==> config.mk <==
export PLATFORM = sky130hd
export DESIGN_NAME = sonar_scheduler
export DESIGN_NICKNAME = d
export VERILOG_FILES = /design/src/rtl/sonar_scheduler.sv
export SDC_FILE = /design/constraint.sdc
export NUM_CORES = 1
export LEC_CHECK = 0
export BUFFER_PORTS_ARGS = -buffer_cell sky130_fd_sc_hd__buf_2
export CORE_ASPECT_RATIO = 0.5
export CORE_UTILIZATION = 51
export CTS_CLUSTER_SIZE = 30
export DETAILED_ROUTE_END_ITERATION = 8
export HOLD_SLACK_MARGIN = 0.08
export PLACE_DENSITY = 0.73
export SETUP_SLACK_MARGIN = 0.2
export SYNTH_ARGS = -nofsm -noshare
export SYNTH_HDL_FRONTEND = slang
export SYNTH_SLANG_ARGS = --single-unit
==> constraint.sdc <==
create_clock -name clk -period 6.2 [get_ports clk]
set_input_delay 0.62 -clock clk [delete_from_list [all_inputs] [get_ports clk]]
set_output_delay 0.62 -clock clk [all_outputs]
set_load 0.02 [all_outputs]
==> src/rtl/sonar_scheduler.sv <==
// sonar_scheduler: round-robin launcher sharing one ranging engine among several sonars
module sonar_scheduler #(
   parameter int NUM_SONARS     = 4,
   parameter int IDXW           = $clog2(NUM_SONARS),
   parameter int GAP_CYCLES     = 1_000_000,
   parameter int TIMEOUT_CYCLES = 5_000_000
) (
   input  logic                     clk,
   input  logic                     reset,
   input  logic                     enable,
   input  logic [NUM_SONARS*7-1:0]  addr_table,
   output logic                     eng_launch,
   output logic [6:0]               eng_addr,
   input  logic                     eng_done,
   input  logic [15:0]              eng_distance,
   output logic [NUM_SONARS*16-1:0] dist_out,
   output logic [NUM_SONARS-1:0]    valid,
   output logic [NUM_SONARS-1:0]    timeout_flag,
   output logic                     round_done,
   output logic [IDXW-1:0]          cur_idx
);
   localparam logic [1:0] IDLE = 2'd0, LAUNCH = 2'd1, WAIT = 2'd2, GAP = 2'd3;
   logic [1:0]      state;
   logic [31:0]     cnt;
   logic [IDXW-1:0] idx;
   logic [6:0]      addr_q;
   logic            last;
   assign last       = idx == IDXW'(NUM_SONARS - 1);
   assign eng_launch = state == LAUNCH;
   assign cur_idx    = idx;
   // The address is held from launch until the measurement and its gap end, so table edits only affect the next launch
   assign eng_addr   = (state == WAIT || state == GAP) ? addr_q : addr_table[7*idx +: 7];
   // Scheduler FSM, counters and per-sensor result bank
   always_ff @(posedge clk) begin
      if (reset) begin
         state        <= IDLE;
         cnt          <= '0;
         idx          <= '0;
         addr_q       <= addr_table[6:0];
         dist_out     <= '0;
         valid        <= '0;
         timeout_flag <= '0;
         round_done   <= 1'b0;
      end else begin
         round_done <= 1'b0;
         case (state)
            IDLE: if (enable) state <= LAUNCH;
            LAUNCH: begin
               addr_q <= addr_table[7*idx +: 7];
               cnt    <= '0;
               state  <= WAIT;
            end
            WAIT: begin
               if (eng_done) begin
                  dist_out[16*idx +: 16] <= eng_distance;
                  valid[idx]             <= 1'b1;
                  timeout_flag[idx]      <= 1'b0;
                  cnt                    <= '0;
                  state                  <= GAP;
               end else if (cnt == 32'(TIMEOUT_CYCLES - 1)) begin
                  timeout_flag[idx] <= 1'b1;
                  valid[idx]        <= 1'b0;
                  cnt               <= '0;
                  state             <= GAP;
               end else begin
                  cnt <= cnt + 32'd1;
               end
            end
            GAP: begin
               if (cnt == 32'(GAP_CYCLES - 1)) begin
                  cnt        <= '0;
                  idx        <= last ? '0 : idx + 1'b1;
                  round_done <= last;
                  state      <= enable ? LAUNCH : IDLE;
               end else begin
                  cnt <= cnt + 32'd1;
               end
            end
         endcase
      end
   end
endmodule

==> metrics.cfg <==
[layout]
layout-drive-gt1-share_pct=27.78
antenna_cells_inserted=0
fill_cells=852
syn_to_final_growth_pct=23.60
register_area_um2=2392
final_cell_count_no_fill=860
layout.core_utilization_pct=65.04
multi_input_area_um2=2779
nNetsFinal=769

[routing]
wire_per_inst_um=16.10
drt_pass1_iterations=6
routed_wirelength_um=13850
drcViolationCount=0
vias_per_cell=5.778
route.antenna.remaining_nets=0
initialDrtViolationCount=356
detailroute.via_count=4969

[synth]
yosysSeqAreaShare_pct=44.51
synth.lib_cells_used.distinct=59
synth_fp_nets=650
ys_warn_count=0
asyncSetResetFlopFracSynth_pct=0
netlist_area_um2=5375
dominantRegCellSynth=sky130_fd_sc_hd__dfxtp_1
number_of_enable_type_register_cells_in_the_synthesized_netlist=7
syn_area_per_cell_um2=9.141
yosys_register_bits=116
post_synth_inst_count=588

[hold_path]
worstHoldEndpoint=dist_out[7]$_SDFFE_PP0P_
hold_depth=3
min_from=eng_distance[7]
timing.hold.worst.class=primary input to register

[placement]
weighted_congestion_at_the_end_of_routability_driven_global_placement=0.8293
place.detailed.instances=828
placement.io_buffers=130
place.detailed.hpwl_um=9197

[critical_path]
cell_breakdown_of_the_critical_path=inv_1 > ha_1 > inv_1 > nor4_2 > buf_4 > a22oi_1 > nor2_1
slowest_delay_ns=0.89
worst-setup-path-type=register to register
cp_data_arrival_time_ns=3.36
worstSetupEndpointType=register
critical_path.startpoint_type=register
r2r_cells=7
cp.required_ns=6.53
worst_path_dominant_cell_family=flip-flops
worst_path_most_repeated_cell=sky130_fd_sc_hd__inv_1
worst_reg2reg_path_endpoint=dist_out[36]$_SDFFE_PP0P_
timing.critical_path.slowest_stage_cell=sky130_fd_sc_hd__dfxtp_1
timing.critical_path.from=cur_idx[0]$_SDFFE_PP0N_
cp_num_buf_inv=3
r2r_setup_slack_ns=3.17
timing.critical_path.fanout_max=17
reg2reg_from=cur_idx[0]$_SDFFE_PP0N_

[floorplanning]
initial_utilization_pct=52.62
core_area_um2=10210
io_pins=131
rows=26
die_y_um=74.60
die_w_um=147.2
die-area_um2=10980

[outcome]
outcome=completed

[timing]
timing.slew.headroom_pct=33.13
timing.final.setup_violations=0
hold_ws_ns=0.4966
measured_slew_at_the_worst_slew_check_pin_ns=1.003
timing_hold_violations_final=0
final-max-slew-violation-count=0
final.period_utilization_pct=48.86
finalCriticalPeriod_ns=3.029
fin_skew_ns=0.007492
maxClockFrequency_ghz=0.3301
fin_setup_tns_ns=0
rsz_0062_raised_after_global_routing=false

[clock_tree]
clock_sink_count=116
post-cts-setup-buffers=0
cts_repair_resize_count=0
clkSlewWorstSetupHoldPaths_ns=0.06
holdBufCountCts=0
cts.path.max_buffers=2
worst_skew_pair.late_latency_ns=0.41
clk_root_buffer_cell=sky130_fd_sc_hd__clkbuf_16
numCtsBuffers=17
htreeDepth=4
tritoncts_clock_tree=yes

[global_routing]
wire_length_of_the_first_global_routing_pass_um=21870
antenna_violations_before_repair=0
globalRoute.totalOverflow=0
grt_start_max_net_pins=100
grt_pass1_vias=4307
global_router_s_overall_resource_usage_pct=25.59

[power_and_ir_drop]
worst_ir_drop_vdd_uv=211.0
powerDensity_nw_per_um2=317.4
power.share.switching_pct=30.11
p_leak_nw=2.700
power.clock.fraction_pct=44.3
share_comb_of_total_power_pct=17.4
power.internal_mw=1.474
p_switching_mw=0.6350
power_frac_seq_pct=38.3

[run]
max-cap-violations=0

state kept, by name, indices dropped and copies added, names as in the netlist, named ones only:
signal,flops
addr_q,7
cnt,32
cur_idx,2
dist_out,64
round_done,1
state,2
metal layers:
| layer | vias up | global-route usage (%) | wire length, um |
|---|---|---|---|
| met5 | - | 0 | 0 |
| li1 | 2427 | - | - |
| met1 | 2360 | 33.17 | 6237 |
| met4 | 0 | 9.278 | 198 |
| met2 | 166 | 39.62 | 6370 |
| met3 | 16 | 9.448 | 1042 |
placed cells by master, fill, tap and decap left out, types with 6 or more instances in the layout:
cell type                   instances
sky130_fd_sc_hd__a21o_1             7
sky130_fd_sc_hd__a21oi_1           19
sky130_fd_sc_hd__a22oi_1           65
sky130_fd_sc_hd__a31oi_1           10
sky130_fd_sc_hd__and2_1            14
sky130_fd_sc_hd__and3_1             7
sky130_fd_sc_hd__and4_1             8
sky130_fd_sc_hd__buf_2            130
sky130_fd_sc_hd__clkbuf_16         17
sky130_fd_sc_hd__dfxtp_1          109
sky130_fd_sc_hd__edfxtp_1           7
sky130_fd_sc_hd__ha_1              14
sky130_fd_sc_hd__inv_1             11
sky130_fd_sc_hd__inv_6              7
sky130_fd_sc_hd__mux2_2             8
sky130_fd_sc_hd__mux4_2             7
sky130_fd_sc_hd__nand2_1           64
sky130_fd_sc_hd__nand3_1           28
sky130_fd_sc_hd__nand4_1           12
sky130_fd_sc_hd__nor2_1            76
sky130_fd_sc_hd__nor3_1             6
sky130_fd_sc_hd__o31ai_1            8
sky130_fd_sc_hd__or3_1              8
logic make-up (layout without fill, tap and decap cells):
kind of cell / Yosys count / count (layout) / synth area share (%)
and+or+nand+nor: 252 / 252 / 23.93
buffers and inverters: 46 / 178 / 3.957
muxes: 17 / 17 / 4.981
DFF: 116 / 116 / 44.51
adders and majority gates: 14 / 14 / 3.259
AOI/OAI and AO/OA: 143 / 143 / 19.37
power by group through the flow:
stage               Clock (mW)  Sequential, mW  Combinational, mW
floorplan                    0           0.835              0.252
global placement             0           0.821              0.358
detailed placement           0           0.823              0.364
CTS                      0.948           0.807              0.366
global route             0.989           0.810              0.402
finish                   0.935           0.807              0.367
area by class of cell:
type	instances	area share [%]
Sequential cell	116	36.01
Clock buffer	18	6.460
Clock inverter	14	2.090
Timing Repair Buffer	135	10.36
Inverter	11	0.6215
Tap cell	140	2.637
Multi-Input combinational cell	426	41.83
Yosys cell counts (2+ instances only):
master / n / area [um^2]
sky130_fd_sc_hd__buf_2: 5 / 25.02
sky130_fd_sc_hd__o21ai_0: 4 / 20.02
sky130_fd_sc_hd__o31ai_2: 2 / 25.02
sky130_fd_sc_hd__and4_1: 8 / 70.07
sky130_fd_sc_hd__mux2i_1: 2 / 20.02
sky130_fd_sc_hd__a21bo_2: 3 / 30.03
sky130_fd_sc_hd__nor2b_1: 3 / 18.77
sky130_fd_sc_hd__inv_1: 11 / 41.29
sky130_fd_sc_hd__a21oi_1: 19 / 95.09
sky130_fd_sc_hd__o31ai_1: 8 / 60.06
sky130_fd_sc_hd__buf_4: 3 / 22.52
sky130_fd_sc_hd__and2_1: 14 / 87.58
sky130_fd_sc_hd__nor3_1: 6 / 30.03
sky130_fd_sc_hd__clkbuf_1: 23 / 86.33
sky130_fd_sc_hd__o21a_1: 2 / 15.01
sky130_fd_sc_hd__a211oi_1: 5 / 37.54
sky130_fd_sc_hd__nand4_1: 12 / 75.07
sky130_fd_sc_hd__a31oi_1: 10 / 62.56
sky130_fd_sc_hd__nor4_2: 3 / 37.54
sky130_fd_sc_hd__o311ai_0: 5 / 43.79
sky130_fd_sc_hd__mux4_2: 7 / 157.7
sky130_fd_sc_hd__ha_1: 14 / 175.2
sky130_fd_sc_hd__or2_2: 2 / 12.51
sky130_fd_sc_hd__dfxtp_1: 109 / 2182
sky130_fd_sc_hd__and3_1: 7 / 43.79
sky130_fd_sc_hd__a21o_1: 7 / 52.55
sky130_fd_sc_hd__a22oi_1: 65 / 488.0
sky130_fd_sc_hd__nor4_1: 5 / 31.28
sky130_fd_sc_hd__nand3_1: 28 / 140.1
sky130_fd_sc_hd__a2111oi_0: 2 / 17.52
sky130_fd_sc_hd__edfxtp_1: 7 / 210.2
sky130_fd_sc_hd__or3_1: 8 / 50.05
sky130_fd_sc_hd__nand2_1: 64 / 240.2
sky130_fd_sc_hd__buf_6: 3 / 33.78
sky130_fd_sc_hd__mux2_2: 8 / 90.09
sky130_fd_sc_hd__nor2_1: 76 / 285.3
sky130_fd_sc_hd__or4_1: 5 / 37.54
sky130_fd_sc_hd__nand3b_1: 2 / 15.01
worst register-to-register path: stages (launching register included):
cell and delay (ns):
sky130_fd_sc_hd__dfxtp_1 0.89, sky130_fd_sc_hd__inv_1 0.33, sky130_fd_sc_hd__ha_1 0.46, sky130_fd_sc_hd__inv_1 0.11
sky130_fd_sc_hd__nor4_2 0.60, sky130_fd_sc_hd__buf_4 0.31, sky130_fd_sc_hd__a22oi_1 0.10, sky130_fd_sc_hd__nor2_1 0.14
worst max path at each step:
stage                                            to  slack, ns  cells past startpoint
after global placement         cnt[19]$_SDFFE_PP0P_       2.79                      7
after floorplan                         eng_addr[0]       3.63                      3
after CTS                               eng_addr[0]       3.17                      3
after global routing           cnt[19]$_SDFFE_PP0P_       2.92                      7
after detailed placement       cnt[19]$_SDFFE_PP0P_       2.74                      7
final                     dist_out[36]$_SDFFE_PP0P_       3.17                      7
stage by stage:
step / power [mW] / instance area [um^2] / setup WS, ns
after floorplan: 1.088 / 5375 / 3.628
after global placement: 1.179 / 6076 / 2.786
after detailed placement: 1.187 / 6076 / 2.742
after CTS: 2.120 / 6644 / 3.169
after global routing: 2.201 / 6644 / 2.924
final: 2.109 / 6644 / 3.171
Note: power is estimated with default switching activity, not from simulation.
